[src/rtl/noc_host_injector.sv]
// Host-side injector for the 3x3 ALU mesh: queues calculator requests, sends one flit at a
// time into tile (0,0), waits for the reply or a timeout, and returns the result by handshake.
module noc_host_injector #(
  parameter int REQ_DEPTH      = 4,
  parameter int TIMEOUT_CYCLES = 64
) (
  input  logic        clk,
  input  logic        rst_n,
  input  logic        req_valid,
  output logic        req_ready,
  input  logic [63:0] req_a,
  input  logic [63:0] req_b,
  input  logic [3:0]  req_op,
  input  logic [1:0]  req_dst_x,
  input  logic [1:0]  req_dst_y,
  output logic [63:0] host_in_a,
  output logic [63:0] host_in_b,
  output logic [15:0] host_in_ctrl,
  output logic        host_in_valid,
  input  logic [63:0] host_out_a,
  input  logic        host_out_valid,
  output logic        rsp_valid,
  input  logic        rsp_ready,
  output logic [63:0] rsp_data,
  output logic        rsp_err,
  output logic        busy,
  output logic [7:0]  stray_cnt
);

  localparam int AW = $clog2(REQ_DEPTH);
  localparam int PW = AW + 1;
  localparam int TW = (TIMEOUT_CYCLES > 2) ? $clog2(TIMEOUT_CYCLES) : 1;

  typedef struct packed {
    logic [63:0] a;
    logic [63:0] b;
    logic [3:0]  op;
    logic [1:0]  dst_x;
    logic [1:0]  dst_y;
  } req_t;

  typedef enum logic [1:0] {S_IDLE, S_INJECT, S_WAIT, S_RESP} state_t;

  state_t state_reg, state_next;

  req_t          fifo_mem [REQ_DEPTH];
  logic [PW-1:0] wr_ptr_reg, rd_ptr_reg;
  logic [PW-1:0] fill;
  logic          full, empty, push, pop, head_valid, illegal;
  req_t          incoming, head;

  logic [TW-1:0] timer_reg, timer_next;
  logic          timeout_hit;

  logic [63:0]   host_in_a_next, host_in_b_next, rsp_data_next;
  logic [15:0]   host_in_ctrl_next;
  logic          host_in_valid_next, rsp_valid_next, rsp_err_next;

  assign incoming = '{a: req_a, b: req_b, op: req_op, dst_x: req_dst_x, dst_y: req_dst_y};

  assign fill       = wr_ptr_reg - rd_ptr_reg;
  assign full       = (fill == PW'(REQ_DEPTH));
  assign empty      = (wr_ptr_reg == rd_ptr_reg);
  assign push       = req_valid && !full;
  // An empty FIFO forwards the request being pushed, so an idle injector fires on the next cycle.
  assign head_valid = !empty || push;
  assign head       = empty ? incoming : fifo_mem[rd_ptr_reg[AW-1:0]];
  assign pop        = (state_reg == S_IDLE) && head_valid;
  assign illegal    = (head.dst_x == 2'd3) || (head.dst_y == 2'd3);

  assign timeout_hit = (timer_reg == TW'(TIMEOUT_CYCLES - 1));

  assign req_ready = !full;
  assign busy      = (state_reg != S_IDLE);

  always_ff @(posedge clk) begin
    if (push) begin
      fifo_mem[wr_ptr_reg[AW-1:0]] <= incoming;
    end
  end

  always_ff @(posedge clk or negedge rst_n) begin
    if (!rst_n) begin
      wr_ptr_reg <= '0;
      rd_ptr_reg <= '0;
    end else begin
      if (push) wr_ptr_reg <= wr_ptr_reg + 1'b1;
      if (pop)  rd_ptr_reg <= rd_ptr_reg + 1'b1;
    end
  end

  // State and registered outputs.
  always_ff @(posedge clk or negedge rst_n) begin
    if (!rst_n) begin
      state_reg     <= S_IDLE;
      timer_reg     <= '0;
      host_in_a     <= '0;
      host_in_b     <= '0;
      host_in_ctrl  <= '0;
      host_in_valid <= 1'b0;
      rsp_valid     <= 1'b0;
      rsp_data      <= '0;
      rsp_err       <= 1'b0;
    end else begin
      state_reg     <= state_next;
      timer_reg     <= timer_next;
      host_in_a     <= host_in_a_next;
      host_in_b     <= host_in_b_next;
      host_in_ctrl  <= host_in_ctrl_next;
      host_in_valid <= host_in_valid_next;
      rsp_valid     <= rsp_valid_next;
      rsp_data      <= rsp_data_next;
      rsp_err       <= rsp_err_next;
    end
  end

  always_comb begin
    state_next = state_reg;
    case (state_reg)
      S_IDLE:   if (pop) state_next = illegal ? S_RESP : S_INJECT;
      S_INJECT: state_next = host_out_valid ? S_RESP : S_WAIT;
      S_WAIT:   if (host_out_valid || timeout_hit) state_next = S_RESP;
      S_RESP:   if (rsp_ready) state_next = S_IDLE;
      default:  state_next = S_IDLE;
    endcase
  end

  always_comb begin
    timer_next         = timer_reg;
    host_in_a_next     = host_in_a;
    host_in_b_next     = host_in_b;
    host_in_ctrl_next  = host_in_ctrl;
    host_in_valid_next = 1'b0;
    rsp_valid_next     = rsp_valid;
    rsp_data_next      = rsp_data;
    rsp_err_next       = rsp_err;
    case (state_reg)
      S_IDLE: begin
        if (pop && illegal) begin
          rsp_valid_next = 1'b1;
          rsp_data_next  = '0;
          rsp_err_next   = 1'b1;
        end else if (pop) begin
          host_in_a_next     = head.a;
          host_in_b_next     = head.b;
          host_in_ctrl_next  = {7'd0, 1'b0, head.dst_x, head.dst_y, head.op};
          host_in_valid_next = 1'b1;
        end
      end
      S_INJECT: begin
        timer_next = '0;
        if (host_out_valid) begin
          rsp_valid_next = 1'b1;
          rsp_data_next  = host_out_a;
          rsp_err_next   = 1'b0;
        end
      end
      S_WAIT: begin
        timer_next = timer_reg + 1'b1;
        // A reply arriving on the last allowed cycle still counts as delivered.
        if (host_out_valid) begin
          rsp_valid_next = 1'b1;
          rsp_data_next  = host_out_a;
          rsp_err_next   = 1'b0;
        end else if (timeout_hit) begin
          rsp_valid_next = 1'b1;
          rsp_data_next  = '0;
          rsp_err_next   = 1'b1;
        end
      end
      S_RESP: begin
        if (rsp_ready) rsp_valid_next = 1'b0;
      end
      default: ;
    endcase
  end

  always_ff @(posedge clk or negedge rst_n) begin
    if (!rst_n) begin
      stray_cnt <= '0;
    end else if (host_out_valid && (state_reg == S_IDLE || state_reg == S_RESP)
                 && stray_cnt != 8'hFF) begin
      stray_cnt <= stray_cnt + 1'b1;
    end
  end

endmodule
[config.mk]
export PLATFORM = sky130hd
export DESIGN_NAME = noc_host_injector
export DESIGN_NICKNAME = d
export VERILOG_FILES = /design/src/rtl/noc_host_injector.sv
export SDC_FILE = /design/constraint.sdc
export NUM_CORES = 1
export LEC_CHECK = 0
export CAP_MARGIN = 15
export CORE_MARGIN = 3
export CORE_UTILIZATION = 36
export DETAILED_ROUTE_END_ITERATION = 10
export GPL_TIMING_DRIVEN = 0
export PLACE_DENSITY_LB_ADDON = 0.15
export REMOVE_ABC_BUFFERS = 1
export SYNTH_ARGS = -nofsm -noshare
export SYNTH_HDL_FRONTEND = slang
export SYNTH_SLANG_ARGS = --single-unit
[constraint.sdc]
create_clock -name clk -period 11.31 [get_ports clk]
set_clock_uncertainty 0.2 [all_clocks]
set_input_delay 1.131 -clock clk [delete_from_list [all_inputs] [get_ports clk]]
set_output_delay 1.131 -clock clk [all_outputs]
set_load 0.03 [all_outputs]
==> impl_metrics.json, run 1 <==
{
  "die_w_microns": 295,
  "root_buffer": "clkbuf_16",
  "ys_ff_latch": 769,
  "yosysSeqAreaShare_pct": 73.1,
  "clkLatencyLatePin_ns": 0.62,
  "layout.nets": 2408,
  "dieArea_sq_um": 86900,
  "period_share_pct": 39.4,
  "endpoint_kind": "output pin",
  "drt-vias-per-instance": 4.92,
  "drv_cap": 0,
  "clk_path_buf_depth": 3,
  "pwr-share-seq_pct": 35.2,
  "firstDrtPassIters": 4,
  "num_vias": 16412,
  "syn_area_per_cell_sq_um": 17.4,
  "drc_errors": 0,
  "largest_register_ff_count": 544,
  "cts_setup_buffers": 0,
  "hpwl_microns": 44700,
  "cp-start-kind": "flop",
  "htreeDepth": 3,
  "max_slew.worst_pin.slew_ns": 0.911,
  "worstPathRequired_ns": 9.98,
  "io_pins": 426,
  "syn_area_sq_um": 30000,
  "pwr-share-comb_pct": 42.0,
  "synth_edf_count": 544,
  "finalCriticalPeriod_ns": 4.46,
  "hold_viol": 0,
  "multi_input_area_sq_um": 7350,
  "area.sequential_sq_um": 22000,
  "ys.flop_type": "edfxtp_1",
  "grt_overflow": 0,
  "relSlewSlack_pct": 39.2,
  "setup_violations": 0,
  "ir_drop_uv": 175,
  "clock_sinks": 769,
  "drtIter0Drc": 760,
  "fmax_ghz": 0.224,
  "path_clk_slew_ns": 0.06,
  "ys_warn_count": 0,
  "grt_pass1_vias": 17588,
  "initial_core_util_pct": 36.5,
  "cp.arrival_ns": 3.13,
  "placed_cell_area_sq_um": 36200,
  "die_h_microns": 295,
  "numPortBuffers": 417,
  "core_sq_um": 82400,
  "drive_above_1_share_pct": 14.7,
  "synthDistinctLibCells": 47,
  "outcome": "finished, final reports clean",
  "wl_microns": 71500,
  "final_area_sq_um": 39000,
  "cts-buffers-inserted": 85,
  "n_fill_cell": 7068,
  "area_growth_pct": 30.0,
  "min_path_type": "in -> async",
  "p_switching_mw": 4.36,
  "track_usage_pct": 16.5,
  "ant_nets": 0,
  "grt_start_max_net_pins": 83,
  "placed_cells": 3172,
  "routedWlPerCell_microns": 21.4,
  "critical_path.max_fanout": 47,
  "layout.cells.non_filler": 3334,
  "powerDensity_nw_per_um2": 314,
  "syn_inst": 1722,
  "whs_ns": 0.287,
  "p_sw_share_pct": 35.6,
  "ctsResizeCount": 0,
  "ys_async_sr_fraction_pct": 29.3,
  "gp_congestion": 0.703,
  "p_int_mw": 7.89,
  "cts_tree": "yes",
  "worstSetupPathType": "reg -> out",
  "grt_pass1_wl_microns": 109000,
  "rsz0062_at_grt": "no",
  "leakagePower_nw": 13.8,
  "core.rowCount": 105,
  "cts_hold_buf": 0,
  "maxSlewViolCount": 0,
  "pwr-share-clk_pct": 22.9,
  "antenna_found_initial": 10
}
-- area by class of cell --
class / instances / share of cell area (%)
Clock inverter: 49 / 1.52
Sequential cell: 769 / 56.3
Antenna cell: 4 / 0.0256
Inverter: 79 / 0.760
Multi-Input combinational cell: 783 / 18.8
Tap cell: 1070 / 3.43
Clock buffer: 109 / 5.78
Timing Repair Buffer: 471 / 13.4
-- cell usage after synthesis (10+ instances only) --
master      n  area (sq um)
a21oi_1   140           701
edfxtp_1  544         16300
nand2_1    70           263
dfrtp_1   225          5630
clkbuf_1   39           146
nor2_1    142           533
buf_2      40           200
inv_1      77           289
mux4_2    136          3060
ha_1       14           175
buf_4      10          75.1
mux2i_1   203          2030
-- cell usage in the layout (no fill, tap or decap), types with 3 or more instances in the layout --
master,instances
edfxtp_1,544
clkdlybuf4s50_1,416
dfrtp_1,223
mux2i_1,203
nor2_1,142
a21oi_1,140
mux4_2,136
clkbuf_16,85
inv_1,77
nand2_1,70
buf_16,21
clkbuf_1,20
buf_6,18
clkinv_2,15
ha_1,14
clkinv_1,13
bufinv_16,11
buf_8,9
xor2_1,8
nand3_1,8
conb_1,8
buf_12,7
xnor2_1,5
diode_2,4
and2_4,4
o21ai_0,4
o22ai_1,4
inv_6,4
clkbuf_8,4
nor2b_1,3
and3_1,3
o21ai_1,3
clkinvlp_4,3
-- stage by stage --
step	power, mW	TNS (ns)	utilization, %	worst slack (ns)
final	12.3	0	47.4	6.85
after global routing	13.0	0	47.4	6.51
after CTS	12.5	0	47.4	6.72
after detailed placement	9.62	0	43.9	6.76
after global placement	10.1	-6779.72	42.6	-18.62
after floorplan	8.06	-1024.46	-	-6.86
-- cell families after synthesis --
logic type	after synthesis	synth area share, %
flops	769	73.1
xor+xnor	13	0.379
buf+inv	177	2.63
mux	342	17.1
simple gates	243	3.33
compound gates	163	2.87
fa+ha+maj	14	0.583
other cells	1	0.0125
-- routing by layer --
metal | track usage (%) | routed length [microns] | up-vias
met5 | 0 | 69 | -
met4 | 4.25 | 1340 | 10
met3 | 4.93 | 5490 | 104
met2 | 27.5 | 34700 | 426
met1 | 21.1 | 29900 | 8403
li1 | - | - | 7469
-- power by group through the flow --
| stage | logic (mW) | registers (mW) | clock network (mW) |
|---|---|---|---|
| floorplan | 2.86 | 5.20 | 0 |
| global placement | 5.36 | 4.75 | 0 |
| detailed placement | 5.24 | 4.38 | 0 |
| CTS | 5.26 | 4.32 | 2.91 |
| global route | 5.57 | 4.40 | 3.02 |
| finish | 5.14 | 4.31 | 2.80 |
-- path summary, 6_finish.rpt --
kind | from | to | slack (ns) | cells past startpoint
worst max-delay path | rd_ptr_reg[1] | req_ready | 6.85 | 6
worst min-delay path | rst_n | rsp_data[49] | 0.29 | 1
worst max register to register | rd_ptr_reg[1] | host_in_b[2] | 6.92 | 12
worst min register to register | wr_ptr_reg[2] | wr_ptr_reg[2] | 0.29 | 1
max in group asynchronous | rst_n | host_in_b[46] | 9.64 | 2
min in group clk | wr_ptr_reg[2] | wr_ptr_reg[2] | 0.29 | 1
-- critical path: stages (launching register included) --
cell,delay (ns)
dfrtp_4,0.99
inv_2,0.05
ha_1,0.21
nand2b_1,0.19
xnor2_1,0.16
nand3_1,0.15
clkdlybuf4s50_1,0.76
No activity file was read; power rests on OpenSTA's default activity.
==> run 2, diff against run 1 <==
==> constraint.sdc (replaced) <==
create_clock -name clk -period 4 [get_ports clk]
set_clock_uncertainty 0.2 [all_clocks]
set_input_delay 0.4 -clock clk [delete_from_list [all_inputs] [get_ports clk]]
set_output_delay 0.4 -clock clk [all_outputs]
set_load 0.03 [all_outputs]
==> run 2 against run 1 <==
Non-clock buffer count increased by 6. Sequential share of layout area decreased by 0.14 points. Global-route usage increased by 0.099 points. Utilization increased by 0.12 points. Register-to-register slack got worse by 6.6 ns. First-iteration DRC count decreased by 10%. Die area unchanged. Final cell count increased by 0.18%. Sequential power increased to 2.8 times the previous value. Critical path type is now reg -> reg. Largest cell class unchanged. Largest power group unchanged.
==> impl_metrics.json, run 2 (same netlist as run 1, synthesis figures left out) <==
{
  "core.rowCount": 105,
  "die_w_microns": 295,
  "cts-buffers-inserted": 85,
  "whs_ns": 0.146,
  "hpwl_microns": 44700,
  "startpoint": "rd_ptr_reg[0]",
  "pwr-share-comb_pct": 42.5,
  "cts_tree": "yes",
  "setup_violations": 0,
  "rr_endpoint": "host_in_b[2]",
  "routedWlPerCell_microns": 21.7,
  "cpMaxStageDelayCell": "dfrtp_4",
  "rrSetupSlack_ns": 0.29,
  "drive_above_1_share_pct": 14.9,
  "worstPathRequired_ns": 4.34,
  "core_sq_um": 82400,
  "wl_microns": 72300,
  "cp_slowest_stage_delay_ns": 0.64,
  "path_clk_slew_ns": 0.06,
  "endpoint_kind": "flop",
  "layout.cells.non_filler": 3340,
  "num_vias": 16496,
  "grt_overflow": 0,
  "final_cell_mix": "edfxtp_1 (544), clkdlybuf4s50_1 (416), dfrtp_1 (223)",
  "cp-start-kind": "flop",
  "outcome": "finished, final reports clean",
  "p_int_mw": 22.4,
  "drc_errors": 0,
  "r2r-start": "rd_ptr_reg[0]",
  "cp_top_family": "buffers and inverters",
  "maxSlewViolCount": 0,
  "grt_start_max_net_pins": 83,
  "pwr-share-seq_pct": 34.7,
  "layout.nets": 2414,
  "io_pins": 426,
  "preCtsSetupSlack_ns": -0.531,
  "max_slew.worst_pin.slew_ns": 0.910,
  "area_growth_pct": 30.3,
  "drt-vias-per-instance": 4.94,
  "drv_cap": 0,
  "dieArea_sq_um": 86900,
  "cp.depth": 12,
  "ant_nets": 0,
  "largest_register_ff_count": 544,
  "critical_path.max_fanout": 38,
  "numPortBuffers": 417,
  "clock_sinks": 769,
  "placed_cells": 3172,
  "pwr-share-clk_pct": 22.8,
  "crit_end": "host_in_b[2]",
  "gp_congestion": 0.703,
  "r2r_cells": 12,
  "worstSetupPathType": "reg -> reg",
  "firstDrtPassIters": 4,
  "die_h_microns": 295,
  "grt_pass1_vias": 17606,
  "antenna_found_initial": 10,
  "drtIter0Drc": 684,
  "clkLatencyLatePin_ns": 0.62,
  "cp.arrival_ns": 4.06,
  "track_usage_pct": 16.6,
  "root_buffer": "clkbuf_16",
  "hold_viol": 0,
  "ir_drop_uv": 496,
  "fin_util_pct": 47.5,
  "min_path_type": "in -> async",
  "p_sw_share_pct": 35.6,
  "p_switching_mw": 12.4,
  "initial_core_util_pct": 36.5,
  "rsz0062_at_grt": "no",
  "layout_commonest_cell": "edfxtp_1",
  "n_fill_cell": 7063,
  "period_share_pct": 92.8,
  "clk_path_buf_depth": 3,
  "path_cells": "buf_16, mux4_2, o211a_1, nor4_4, buf_8, buf_6, buf_6, buf_8, buf_6, buf_8, nor2_1, a21oi_1",
  "htreeDepth": 3,
  "relSlewSlack_pct": 39.2,
  "powerDensity_nw_per_um2": 889,
  "setup_ws_ns": 0.287,
  "cp_num_buf_inv": 7,
  "grt_pass1_wl_microns": 109000,
  "fmax_ghz": 0.269,
  "finalCriticalPeriod_ns": 3.71,
  "leakagePower_nw": 13.8
}
## run 2: changes by cell type in the layout (fill, tap and decap cells not counted)
cell,delta
buf_16,+2
buf_12,+1
buf_4,+2
dlygate4sd3_1,+1
## run 2: worst reg2reg max path: stages (launching register included)
cell and delay [ns]:
dfrtp_4 0.64, buf_16 0.34, mux4_2 0.57, o211a_1 0.19, nor4_4 0.32, buf_8 0.19
buf_6 0.21, buf_6 0.20, buf_8 0.19, buf_6 0.21, buf_8 0.18, nor2_1 0.06
a21oi_1 0.12
## run 2: how the worst min path moves through the flow
stage	startpoint	to	slack, ns	cells past startpoint
floorplan	rst_n	host_in_a[0]	-0.1	0
CTS	host_out_a[40]	rsp_data[40]	0.09	3
global route	host_out_a[19]	rsp_data[19]	0.12	3
detailed placement	rst_n	rsp_data[49]	0.23	1
global placement	rsp_err	rsp_err	0.27	1
finish	rst_n	rsp_data[49]	0.15	2
## run 2: power by group through the flow
stage                     Sequential, mW  Combinational, mW  Clock, mW
after floorplan                     14.7               6.22          0
after global placement              12.8               11.0          0
after detailed placement            12.4               14.8          0
after CTS                           12.2               15.0       8.22
after global routing                12.3               16.0       8.54
final                               12.1               14.8       7.93
## run 2: metal layers
layer	GRT usage (%)	vias up	part of all wire [%]
li1	-	7486	-
met1	21.2	8457	41
met2	27.7	441	49
met3	4.93	102	7.8
met4	4.25	10	1.9
met5	0	-	0.095
## run 2: area by class of cell
type | instances | area, sq um | share of cell area [%]
flip-flops and latches | 769 | 22000 | 56.1
multi-input cells | 783 | 7350 | 18.8
repair buffers | 477 | 5320 | 13.6
clock buffers | 109 | 2260 | 5.77
well taps | 1070 | 1340 | 3.42
clock inverters | 49 | 594 | 1.52
inverters | 79 | 297 | 0.758
diodes | 4 | 10.0 | 0.0256
## run 2: what timing repair did
action | 4_1_cts | 5_1_grt
buffers inserted | 3 | 2
resized for setup | 0 | 0
pin swaps | 1 | 0
endpoints found under the hold margin | 70 | 0
setup endpoints to repair | 157 | 18
hold buffers | 1 | 0
## run 2: per-stage QoR
step	power [mW]	setup TNS [ns]	instance area, sq um
2_1_floorplan	20.9	-5938.56	29600
3_3_place_gp	23.8	-	35100
3_5_place_dp	27.2	-19.68	36200
4_1_cts	35.4	0	39100
5_1_grt	36.9	0	39100
6_report	34.8	0	39100
